File: src/rtl/adc_capture_multi_if.sv
// Parallel ADC front-end bus: raw sample words and controls in, processed codes, valid and rail flags out.
interface adc_capture_multi_if #(
    parameter int NCH   = 2,
    parameter int IN_W  = 10,
    parameter int OUT_W = 8
) ();
    logic                  en;
    logic [NCH*IN_W-1:0]   data_in;
    logic                  ovr_clr;
    logic [NCH*OUT_W-1:0]  code_out;
    logic                  code_valid;
    logic [NCH-1:0]        ovr;

    modport master (
        output en, data_in, ovr_clr,
        input  code_out, code_valid, ovr
    );

    modport slave (
        input  en, data_in, ovr_clr,
        output code_out, code_valid, ovr
    );
endinterface

File: src/rtl/adc_capture_multi.sv
// Multi-channel ADC capture with block averaging, round-half-up/saturate to OUT_W and sticky rail flags.
// Define ADC_TWOS_COMP_EN to emit two's-complement codes instead of offset binary.
module adc_capture_multi #(
    parameter int NCH         = 2,
    parameter int IN_W        = 10,
    parameter int OUT_W       = 8,
    parameter int AVG_LOG2    = 0,
    parameter int NEG_CAPTURE = 1
) (
    input  logic                clk_AD,
    input  logic                rst,
    adc_capture_multi_if.slave  adc
);
    localparam int ACC_W = IN_W + AVG_LOG2;
    localparam int CNT_W = (AVG_LOG2 > 0) ? AVG_LOG2 : 1;
    localparam logic [CNT_W-1:0] CNT_TERM = CNT_W'((1 << AVG_LOG2) - 1);
    localparam int RSH = (OUT_W < IN_W) ? (IN_W - OUT_W) : 0;
    localparam int LSH = (OUT_W >= IN_W) ? (OUT_W - IN_W) : 0;
    localparam logic [IN_W:0] HALF = (IN_W+1)'((1 << RSH) >> 1);

    function automatic logic [OUT_W-1:0] round_sat(input logic [IN_W-1:0] avg);
        logic [IN_W:0]    rnd;
        logic [OUT_W-1:0] res;
        rnd = {1'b0, avg} + HALF;
        if (RSH > 0) begin
            rnd = rnd >> RSH;
            res = ((rnd >> OUT_W) != '0) ? '1 : OUT_W'(rnd);
        end else begin
            res = OUT_W'(avg) << LSH;
        end
`ifdef ADC_TWOS_COMP_EN
        res[OUT_W-1] = ~res[OUT_W-1];
`endif
        return res;
    endfunction

    logic [NCH-1:0][IN_W-1:0]  cap_p0;
    logic [NCH-1:0][ACC_W-1:0] acc_p1;
    logic [NCH-1:0][ACC_W-1:0] sum_p1;
    logic [NCH-1:0][OUT_W-1:0] rnd_p1;
    logic [NCH-1:0]            hit_p1;
    logic [CNT_W-1:0]          cnt_p1;
    logic [NCH-1:0][OUT_W-1:0] code_p2;
    logic                      vld_p2;
    logic [NCH-1:0]            ovr_p2;

    // Stage 1: pin capture on the selected ADC clock edge
    generate
        if (NEG_CAPTURE != 0) begin : g_neg_cap
            always_ff @(negedge clk_AD or posedge rst) begin
                if (rst) cap_p0 <= '0;
                else     cap_p0 <= adc.data_in;
            end
        end else begin : g_pos_cap
            always_ff @(posedge clk_AD or posedge rst) begin
                if (rst) cap_p0 <= '0;
                else     cap_p0 <= adc.data_in;
            end
        end
    endgenerate

    always_comb begin
        sum_p1 = '0;
        rnd_p1 = '0;
        hit_p1 = '0;
        for (int c = 0; c < NCH; c++) begin
            sum_p1[c] = acc_p1[c] + ACC_W'(cap_p0[c]);
            rnd_p1[c] = round_sat(IN_W'(sum_p1[c] >> AVG_LOG2));
            hit_p1[c] = (cap_p0[c] == '0) || (cap_p0[c] == '1);
        end
    end

    // Stage 2: accumulate, emit rounded block average, track rail hits
    always_ff @(posedge clk_AD or posedge rst) begin
        if (rst) begin
            acc_p1  <= '0;
            cnt_p1  <= '0;
            code_p2 <= '0;
            vld_p2  <= 1'b0;
            ovr_p2  <= '0;
        end else begin
            ovr_p2 <= (ovr_p2 & ~{NCH{adc.ovr_clr}}) | hit_p1;
            if (!adc.en) begin
                acc_p1 <= '0;
                cnt_p1 <= '0;
                vld_p2 <= 1'b0;
            end else if (cnt_p1 == CNT_TERM) begin
                acc_p1  <= '0;
                cnt_p1  <= '0;
                code_p2 <= rnd_p1;
                vld_p2  <= 1'b1;
            end else begin
                acc_p1 <= sum_p1;
                cnt_p1 <= cnt_p1 + CNT_W'(1);
                vld_p2 <= 1'b0;
            end
        end
    end

    assign adc.code_out   = code_p2;
    assign adc.code_valid = vld_p2;
    assign adc.ovr        = ovr_p2;
endmodule

File: src/flat_wrapper.sv
// flat-port wrapper written by rule: the top's interface ports become plain ports
module adc_capture_multi_flat 
#(
    parameter int NCH         = 2,
    parameter int IN_W        = 10,
    parameter int OUT_W       = 8,
    parameter int AVG_LOG2    = 0,
    parameter int NEG_CAPTURE = 1
)
  (clk_AD, rst, adc_en, adc_data_in, adc_ovr_clr, adc_code_out, adc_code_valid, adc_ovr);
  adc_capture_multi_if #(.NCH(NCH), .IN_W(IN_W), .OUT_W(OUT_W)) adc_i ();
  input  logic clk_AD;
  input  logic rst;
  input wire logic [$bits(adc_i.en)-1:0] adc_en;
  input wire logic [$bits(adc_i.data_in)-1:0] adc_data_in;
  input wire logic [$bits(adc_i.ovr_clr)-1:0] adc_ovr_clr;
  output wire logic [$bits(adc_i.code_out)-1:0] adc_code_out;
  output wire logic [$bits(adc_i.code_valid)-1:0] adc_code_valid;
  output wire logic [$bits(adc_i.ovr)-1:0] adc_ovr;
  assign adc_i.en = adc_en;
  assign adc_i.data_in = adc_data_in;
  assign adc_i.ovr_clr = adc_ovr_clr;
  assign adc_code_out = adc_i.code_out;
  assign adc_code_valid = adc_i.code_valid;
  assign adc_ovr = adc_i.ovr;
  adc_capture_multi #(.NCH(NCH), .IN_W(IN_W), .OUT_W(OUT_W), .AVG_LOG2(AVG_LOG2), .NEG_CAPTURE(NEG_CAPTURE)) u_core (.clk_AD(clk_AD), .rst(rst), .adc(adc_i));
endmodule
File: config.mk
export PLATFORM = sky130hd
export DESIGN_NAME = adc_capture_multi_flat
export DESIGN_NICKNAME = d
export VERILOG_FILES = /design/src/rtl/adc_capture_multi_if.sv /design/src/rtl/adc_capture_multi.sv /design/src/flat_wrapper.sv
export SDC_FILE = /design/constraint.sdc
export NUM_CORES = 1
export LEC_CHECK = 0
export ABC_CLOCK_PERIOD_IN_PS = 4730
export CELL_PAD_IN_SITES_DETAIL_PLACEMENT = 1
export CELL_PAD_IN_SITES_GLOBAL_PLACEMENT = 2
export CORE_UTILIZATION = 32
export DETAILED_ROUTE_END_ITERATION = 10
export PLACE_DENSITY = 0.87
export SLEW_MARGIN = 40
export SYNTH_ARGS = -nofsm -noshare
export SYNTH_HDL_FRONTEND = slang
export SYNTH_SLANG_ARGS = --single-unit
File: constraint.sdc
create_clock -name clk_AD -period 4.73 [get_ports clk_AD]
set_clock_uncertainty 0.15 [all_clocks]
set_input_delay 1.1825 -clock clk_AD [delete_from_list [all_inputs] [get_ports clk_AD]]
set_output_delay 1.1825 -clock clk_AD [all_outputs]
set_load 0.01 [all_outputs]
# --- Yosys cells after proc, flatten, opt, wreduce, memory -nomap -nowiden ---
# Index checks and enable logic that the tools add are counted.
# Widths: inputs -> output; s select.
word_totals:
  reg_bits: 60
  inputBits: 24
  word_cells: 33
  output_inout_bits: 19
classes:
  addsub: 5
  eq_ne: 2
  reduce_logical: 5
  bitwise_logic: 4
  n_mux: 8
ops:
  columns: ["cell", "n"]
  rows:
  - ["$mux 20", 2]
  - ["$add 10x2->11 const B", 2]
  - ["$add 10x10->10", 2]
  - ["$eq 10x10->1 const B", 2]
  - ["$logic_not 10->1", 2]
  - ["$mux 8", 2]
  - ["$mux 1", 4]
  - ["$and 2x2->2", 1]
  - ["$logic_or 1x1->1", 2]
  - ["$not 2->2", 1]
  - ["$or 2x2->2", 1]
  - ["$reduce_and 2->1", 1]
  - ["$add 1x1->1 const B", 1]
  - ["$not 1->1", 1]

# --- Logic depth before layout (Yosys ltp) ---
# Gate-level depths: netlist (run 1).
depth:
  word_depth: 3
  mapped_depth: 4
  mapped_depth_nobuf: 4

==> reports/metrics.json, run 1 <==
{
  "placement": {
    "dpl-instance-area_um2": 2100,
    "io_buffer_count": 42,
    "placement_stage_worst_setup_slack_ns": 0.435,
    "gp_congestion": 0.769,
    "hpwlAfterDp_um": 2840
  },
  "yosys": {
    "ys_ff_latch": 39,
    "ys_types": 40,
    "yosysTopAreaCellShare": 0.311,
    "synth_area_leaders": "sky130_fd_sc_hd__dfrtn_1, sky130_fd_sc_hd__dfrtp_1, sky130_fd_sc_hd__nor2_1",
    "async_flop_share": 1.00,
    "synthesis.nets": 170,
    "mappedNetlistArea_um2": 1610,
    "yosys.area.top_type": "sky130_fd_sc_hd__dfrtn_1",
    "synthesis.yosys.warnings": 0,
    "synthFlopType": "sky130_fd_sc_hd__dfrtn_1",
    "synth-edff-count": 0,
    "synth_cells": 144,
    "seq_area_frac_synth": 0.607,
    "post_synth.cell_area_avg_um2": 11.2
  },
  "timing": {
    "hold_viol_final": 0,
    "layout_setup_ws_ns": 0.527,
    "setup_viol_count_final": 0,
    "worst-slew-pin-transition_ns": 0.351,
    "slew_headroom": 0.764,
    "report.final.slew_viol_count": 0,
    "fin_tns_setup_ns": 0,
    "hold_ws_ns": 0.363,
    "rsz0062_at_grt": "no"
  },
  "cells_and_area": {
    "fillers": 528,
    "layout-drive-gt1-share": 0.0737,
    "areaGrowthSynthToFinish_pct": 39.1,
    "final_area_um2": 2240,
    "layout.nets": 215,
    "num_antenna_cells": 0,
    "layout.cells.most_common": "sky130_fd_sc_hd__clkdlybuf4s50_1",
    "area.sequential_um2": 976,
    "multi_input_area_um2": 558,
    "core_util_final": 0.467,
    "most-common-layout-cells": "sky130_fd_sc_hd__clkdlybuf4s50_1, sky130_fd_sc_hd__dfrtn_1, sky130_fd_sc_hd__dfrtp_1"
  },
  "floorplan": {
    "design.die.area_um2": 5310,
    "core-area_um2": 4790,
    "num_rows": 25,
    "dieHeight_um": 72.9,
    "boundaryPins": 43,
    "initial_utilization": 0.336,
    "die_w_um": 72.9
  },
  "clocking": {
    "cts_root_buffer_type": "sky130_fd_sc_hd__clkbuf_8",
    "clkLatencyLatePin_ns": 0.30,
    "cts_buffers": 5,
    "post_cts_buffers": 0,
    "clk_transition_reported_paths_ns": 0.08,
    "cts_sinks": 39,
    "cts_max_path_buffers": 2,
    "cts_hold_repair.buffers": 0,
    "cts-resized-gates": 0,
    "tritoncts": "yes",
    "h-tree-depth": 2
  },
  "critical_path": {
    "critical_path.max_stage_delay_ns": 0.51,
    "cp-start-kind": "flop",
    "timing.critical_path.arrival_ns": 4.23,
    "crit_fanout": 5,
    "worstRegToRegCells": 4,
    "endpoint_kind": "flop",
    "r2r_setup_slack_ns": 0.53,
    "slowest_stage": "sky130_fd_sc_hd__or4_1",
    "reg2reg_from": "u_core.cap_p0[1]$_DFF_NP0_",
    "startpoint_to_endpoint_class_of_the_critical_path": "flop to flop",
    "worstReg2RegEnd": "u_core.adc.code_out[7]$_DFFE_PP0P_",
    "critPathRequiredTime_ns": 4.76,
    "timing.critical_path.cells": "ha_1 -> nand4_2 -> or4_1 -> o311a_1"
  },
  "run": {
    "max_cap_viol_count": 0
  },
  "global_routing": {
    "grt_pass1_wl_um": 6620,
    "grt_overall_usage": 0.170,
    "grt_ovf": 0,
    "grt_start_max_net_pins": 40,
    "antenna_found_initial": 0,
    "vias_in_the_first_global_route": 1419
  },
  "power_and_ir_drop": {
    "powerDensity_nw_per_um2": 364,
    "p_leak_uw": 0.000925,
    "p_sw_uw": 185,
    "combinationalPowerShare": 0.126,
    "ir_drop_uv": 136,
    "swShare": 0.228,
    "power_frac_clock": 0.408,
    "p_int_uw": 629,
    "power.sequential.fraction": 0.466
  },
  "worst_hold_path": {
    "min-delay-start": "u_core.adc.code_out[12]$_DFFE_PP0P_",
    "worstHoldEndpoint": "u_core.adc.code_out[12]$_DFFE_PP0P_",
    "hold_depth": 2,
    "timing.hold.worst.class": "flop to flop"
  },
  "detailed_routing": {
    "post_drt_via_cell_ratio": 5.12,
    "drt.antenna.violating_nets": 0,
    "num_vias": 1317,
    "drt-total-wl_um": 3950,
    "drt-wirelength-per-cell_um": 15.4,
    "first_pass_iters": 4,
    "first_iter_violations": 53,
    "detail_route.drc_violations": 0
  },
  "status": {
    "run_status": "completed"
  }
}
worst max-delay path: cells and delay by family (launching register included):
kind	cells	cell delay (ns)
compound gates	1	0.15
flops	1	0.49
simple gates	2	0.69
fa+ha+maj	1	0.25
synthesized netlist by cell type (2+ instances only):
cell type                  count
sky130_fd_sc_hd__nor2_1       16
sky130_fd_sc_hd__a31oi_1       7
sky130_fd_sc_hd__a41oi_1       2
sky130_fd_sc_hd__a32oi_1       2
sky130_fd_sc_hd__ha_1          2
sky130_fd_sc_hd__o31ai_1       2
sky130_fd_sc_hd__nand4_1       4
sky130_fd_sc_hd__o21ai_0       5
sky130_fd_sc_hd__dfrtp_1      19
sky130_fd_sc_hd__a31o_2        2
sky130_fd_sc_hd__dfrtn_1      20
sky130_fd_sc_hd__nand2_1       8
sky130_fd_sc_hd__and4_1        2
sky130_fd_sc_hd__buf_2         2
sky130_fd_sc_hd__xnor2_1       2
sky130_fd_sc_hd__clkbuf_1      2
sky130_fd_sc_hd__and3_1        3
sky130_fd_sc_hd__nand3_1       5
sky130_fd_sc_hd__nor4_1        6
sky130_fd_sc_hd__a21oi_1       2
sky130_fd_sc_hd__or3_1         2
sky130_fd_sc_hd__inv_1         9
sky130_fd_sc_hd__a311oi_1      3
routing by layer:
| layer | routed length [um] | part of all wire | global-route usage | vias to the layer above |
|---|---|---|---|---|
| met3 | 217 | 0.055 | 0.0387 | 8 |
| met1 | 1540 | 0.39 | 0.173 | 656 |
| li1 | - | - | - | 615 |
| met4 | 74 | 0.019 | 0.0784 | 0 |
| met5 | 0 | 0 | 0 | - |
| met2 | 2120 | 0.54 | 0.326 | 38 |
cell families (layout without fill, tap and decap cells):
kind of cell | count (synthesis) | after routing | synth area share
AO/OA/AOI/OAI | 29 | 29 | 0.128
adder cells (fa/ha/maj) | 2 | 2 | 0.0156
flip-flops | 39 | 39 | 0.607
buffers and inverters | 16 | 62 | 0.0459
XOR/XNOR | 3 | 3 | 0.0163
AND/OR/NAND/NOR | 55 | 55 | 0.187
worst max-delay path by stage:
stage	start	endpoint	slack [ns]	cells after the start
3_3_place_gp	adc_data_in[4]	u_core.cap_p0[4]$_DFF_NP0_	0.47	1
5_1_grt	u_core.cap_p0[1]$_DFF_NP0_	u_core.adc.code_out[7]$_DFFE_PP0P_	0.45	4
3_5_place_dp	adc_data_in[6]	u_core.cap_p0[6]$_DFF_NP0_	0.43	1
4_1_cts	u_core.cap_p0[1]$_DFF_NP0_	u_core.adc.code_out[7]$_DFFE_PP0P_	0.51	4
2_1_floorplan	rst	u_core.cap_p0[0]$_DFF_NP0_	0.24	1
6_report	u_core.cap_p0[1]$_DFF_NP0_	u_core.adc.code_out[7]$_DFFE_PP0P_	0.53	4
sequential cells by signal, indices dropped and copies added (netlist names):
| name | cells |
|---|---|
| u_core.cap_p0 | 20 |
| u_core.adc.code_out | 16 |
| u_core.adc.code_valid | 1 |
| u_core.adc.ovr | 2 |
metrics by stage:
step                      cells  power (uW)
after floorplan             144         426
after global placement      249         484
after detailed placement    249         489
after CTS                   257         823
after global routing        257         847
final                       257         814
power groups by stage:
stage,Clock (uW),Sequential [uW],Combinational [uW]
5_1_grt,351,383,112
3_3_place_gp,0,384,101
6_report,332,380,102
3_5_place_dp,0,386,104
2_1_floorplan,0,386,39.8
4_1_cts,339,380,105
layout make-up:
class                      instances  share of cell area
sequential                        39               0.436
multi-input combinational         89               0.250
timing repair buffer              44               0.200
tap                               67              0.0375
clock buffer                       6              0.0325
clock inverter                     2              0.0269
inverter                          10              0.0168
Note: power is estimated with default switching activity, not from simulation.
==> run 2, diff against run 1 <==
Settings changed: CORE_UTILIZATION 32 to 33, CTS_BUF_LIST set to sky130_fd_sc_hd__clkbuf_8, PLACE_DENSITY 0.87 to 0.89.
==> run 2 against run 1 <==
Die area down 2.9%. First-iteration DRC count up 60%. Sequential cell count unchanged. Sequential share of layout area up 0.72 points. Setup slack better by 0.0031 ns. Design area down 1.6%. Largest power group unchanged.
==> reports/metrics.json, run 2 (same netlist as run 1, synthesis figures left out) <==
{
  "critical_path": {
    "worstRegToRegCells": {"value": 4, "change": "unchanged"},
    "startpoint_to_endpoint_class_of_the_critical_path": "flop to flop",
    "timing.critical_path.arrival": {"value": 4.26, "unit": "ns", "change": "+0.03 ns"},
    "r2r_setup_slack": {"value": 0.53, "unit": "ns", "change": "about the same"},
    "reg2reg_from": "u_core.cap_p0[11]$_DFF_NP0_",
    "critPathRequiredTime": {"value": 4.79, "unit": "ns", "change": "+0.03 ns"},
    "critical_path.max_stage_delay": {"value": 0.47, "unit": "ns", "change": "-0.04 ns"},
    "worstReg2RegEnd": "u_core.adc.code_out[13]$_DFFE_PP0P_",
    "cp-start-kind": "flop",
    "slowest_stage": "sky130_fd_sc_hd__dfrtn_1",
    "crit_fanout": {"value": 4, "change": "-1"},
    "endpoint_kind": "flop",
    "timing.critical_path.cells": "ha_1 -> nand4_1 -> or3_1 -> a41oi_1"
  },
  "detailed_routing": {
    "post_route_met1_wirelength": {"value": 1580, "unit": "um", "change": "+2.6%"},
    "num_vias": {"value": 1298, "change": "-1.4%"},
    "drt-wirelength-per-cell": {"value": 15.8, "unit": "um", "change": "+2.8%"},
    "met3RoutedLength": {"value": 193, "unit": "um", "change": "-11%"},
    "drt-total-wl": {"value": 3850, "unit": "um", "change": "-2.4%"},
    "first_iter_violations": {"value": 85, "change": "+60%"},
    "topRoutingLayerUsed": "met4",
    "met2_wirelength": {"value": 2010, "unit": "um", "change": "-5.3%"},
    "post_drt_via_cell_ratio": {"value": 5.32, "change": "+3.8%"},
    "drt.antenna.violating_nets": {"value": 0, "change": "unchanged"},
    "first_pass_iters": {"value": 4, "change": "unchanged"},
    "detail_route.drc_violations": {"value": 0, "change": "unchanged"}
  },
  "floorplan": {
    "initial_utilization": {"value": 0.343, "change": "+0.00672"},
    "num_rows": {"value": 25, "change": "unchanged"},
    "boundaryPins": {"value": 43, "change": "unchanged"},
    "die_w": {"value": 71.8, "unit": "um", "change": "-1.5%"},
    "design.die.area": {"value": 5160, "unit": "um2", "change": "-2.9%"},
    "dieHeight": {"value": 71.8, "unit": "um", "change": "-1.5%"},
    "core-area": {"value": 4690, "unit": "um2", "change": "-2.0%"}
  },
  "cells_and_area": {
    "final_cells": {"value": 244, "change": "-5.1%"},
    "layout-drive-gt1-share": {"value": 0.0789, "change": "+0.00526"},
    "most-common-layout-cells": "sky130_fd_sc_hd__clkdlybuf4s50_1, sky130_fd_sc_hd__dfrtn_1, sky130_fd_sc_hd__dfrtp_1",
    "num_antenna_cells": {"value": 0, "change": "unchanged"},
    "final_area": {"value": 2200, "unit": "um2", "change": "-1.6%"},
    "layout.nets": {"value": 215, "change": "unchanged"},
    "areaGrowthSynthToFinish_pct": 36.8,
    "layout.cells.most_common": "sky130_fd_sc_hd__clkdlybuf4s50_1",
    "max_ffs_per_register": {"value": 20, "change": "unchanged"},
    "top_register": "u_core.cap_p0"
  },
  "power_and_ir_drop": {
    "combinationalPowerShare": {"value": 0.134, "change": "+0.008"},
    "ir_drop": {"value": 170, "unit": "uV", "change": "+25%"},
    "p_leak": {"value": 0.000918, "unit": "uW", "change": "-0.79%"},
    "power.sequential.fraction": {"value": 0.496, "change": "+0.030"},
    "p_int": {"value": 575, "unit": "uW", "change": "-8.6%"},
    "power_frac_clock": {"value": 0.370, "change": "-0.038"},
    "swShare": {"value": 0.248, "change": "+0.0208"},
    "p_sw": {"value": 190, "unit": "uW", "change": "+2.5%"},
    "powerDensity": {"value": 348, "unit": "nW/um2", "change": "-4.5%"}
  },
  "global_routing": {
    "grt_pass1_wl": {"value": 6510, "unit": "um", "change": "-1.7%"},
    "grt_start_max_net_pins": {"value": 40, "change": "unchanged"},
    "vias_in_the_first_global_route": {"value": 1396, "change": "-1.6%"},
    "antenna_found_initial": {"value": 0, "change": "unchanged"},
    "grt_overall_usage": {"value": 0.168, "change": "-0.00170"},
    "grt_ovf": {"value": 0, "change": "unchanged"}
  },
  "clocking": {
    "post_cts_buffers": {"value": 0, "change": "unchanged"},
    "clkLatencyLatePin": {"value": 0.30, "unit": "ns", "change": "about the same"},
    "cts-resized-gates": {"value": 0, "change": "unchanged"},
    "cts_root_buffer_type": "sky130_fd_sc_hd__clkbuf_8",
    "cts_sinks": {"value": 39, "change": "unchanged"},
    "tritoncts": "yes",
    "cts_hold_repair.buffers": {"value": 0, "change": "unchanged"},
    "cts_buffers": {"value": 5, "change": "unchanged"},
    "cts_max_path_buffers": {"value": 2, "change": "unchanged"},
    "clk_transition_reported_paths": {"value": 0.08, "unit": "ns", "change": "about the same"},
    "h-tree-depth": {"value": 2, "change": "unchanged"}
  },
  "timing": {
    "fin_tns_setup": {"value": 0, "unit": "ns", "change": "unchanged"},
    "worst-slew-pin-transition": {"value": 0.363, "unit": "ns", "change": "+0.0120 ns"},
    "hold_viol_final": {"value": 0, "change": "unchanged"},
    "setup_viol_count_final": {"value": 0, "change": "unchanged"},
    "slew_headroom": {"value": 0.756, "change": "-0.00806"},
    "report.final.slew_viol_count": {"value": 0, "change": "unchanged"},
    "rsz0062_at_grt": "no"
  },
  "worst_hold_path": {
    "min-delay-start": "u_core.adc.code_out[6]$_DFFE_PP0P_",
    "timing.hold.worst.class": "flop to flop",
    "worstHoldEndpoint": "u_core.adc.code_out[6]$_DFFE_PP0P_",
    "hold_depth": {"value": 2, "change": "unchanged"}
  },
  "placement": {
    "hpwlAfterDp": {"value": 2740, "unit": "um", "change": "-3.8%"},
    "dpl-instance-area": {"value": 2090, "unit": "um2", "change": "-0.77%"},
    "io_buffer_count": {"value": 42, "change": "unchanged"},
    "gp_congestion": {"value": 0.779, "change": "+1.3%"},
    "placed_cells_incl_taps": {"value": 236, "change": "-5.2%"}
  },
  "run": {
    "max_cap_viol_count": {"value": 0, "change": "unchanged"}
  },
  "status": {
    "run_status": "completed"
  }
}
-- run 2: layout make-up --
class | count | area [um2]
Sequential cell | 39 | 976
Multi-Input combinational cell | 89 | 558
Fill cell | 529 | 2490
Clock buffer | 5 | 68.8
Inverter | 10 | 37.5
Timing Repair Buffer | 44 | 448
Clock inverter | 3 | 43.8
Tap cell | 54 | 67.6
-- run 2: metal layers --
metal | track usage | vias to the layer above
li1 | - | 615
met1 | 0.187 | 642
met2 | 0.295 | 33
met3 | 0.0492 | 8
met4 | 0.0806 | 0
met5 | 0 | -
-- run 2: through the flow --
| step | hold WS [ns] | utilization | setup slack [ns] | total power [uW] |
|---|---|---|---|---|
| after global routing | 0.375 | 0.469 | 0.440 | 799 |
| final | 0.349 | 0.469 | 0.530 | 765 |
| after detailed placement | 0.330 | 0.445 | 0.456 | 489 |
| after global placement | 0.321 | 0.445 | 0.469 | 484 |
| after floorplan | 0.367 | - | 0.235 | 426 |
| after CTS | 0.349 | 0.469 | 0.530 | 776 |
-- run 2: worst max-delay path by stage --
stage	slack, ns	endpoint	depth (start not counted)	startpoint
after floorplan	0.24	u_core.cap_p0[0]$_DFF_NP0_	1	rst
after global placement	0.47	u_core.cap_p0[0]$_DFF_NP0_	1	adc_data_in[0]
after detailed placement	0.46	u_core.cap_p0[18]$_DFF_NP0_	1	adc_data_in[18]
after CTS	0.53	u_core.adc.code_out[13]$_DFFE_PP0P_	4	u_core.cap_p0[11]$_DFF_NP0_
after global routing	0.44	u_core.adc.code_out[13]$_DFFE_PP0P_	4	u_core.cap_p0[11]$_DFF_NP0_
final	0.53	u_core.adc.code_out[13]$_DFFE_PP0P_	4	u_core.cap_p0[11]$_DFF_NP0_
-- run 2: power by group through the flow --
| stage | Clock [uW] | Sequential (uW) | Combinational [uW] |
|---|---|---|---|
| floorplan | 0 | 386 | 39.8 |
| detailed placement | 0 | 385 | 104 |
| finish | 283 | 379 | 103 |
| global placement | 0 | 384 | 100 |
| CTS | 292 | 379 | 105 |
| global route | 304 | 383 | 112 |
-- run 2: worst max-delay path, delay by kind of cell (launching register included) --
kind / cells / cell delay (ns)
fa+ha+maj: 1 / 0.27
simple gates: 2 / 0.58
flops: 1 / 0.47
compound gates: 1 / 0.26
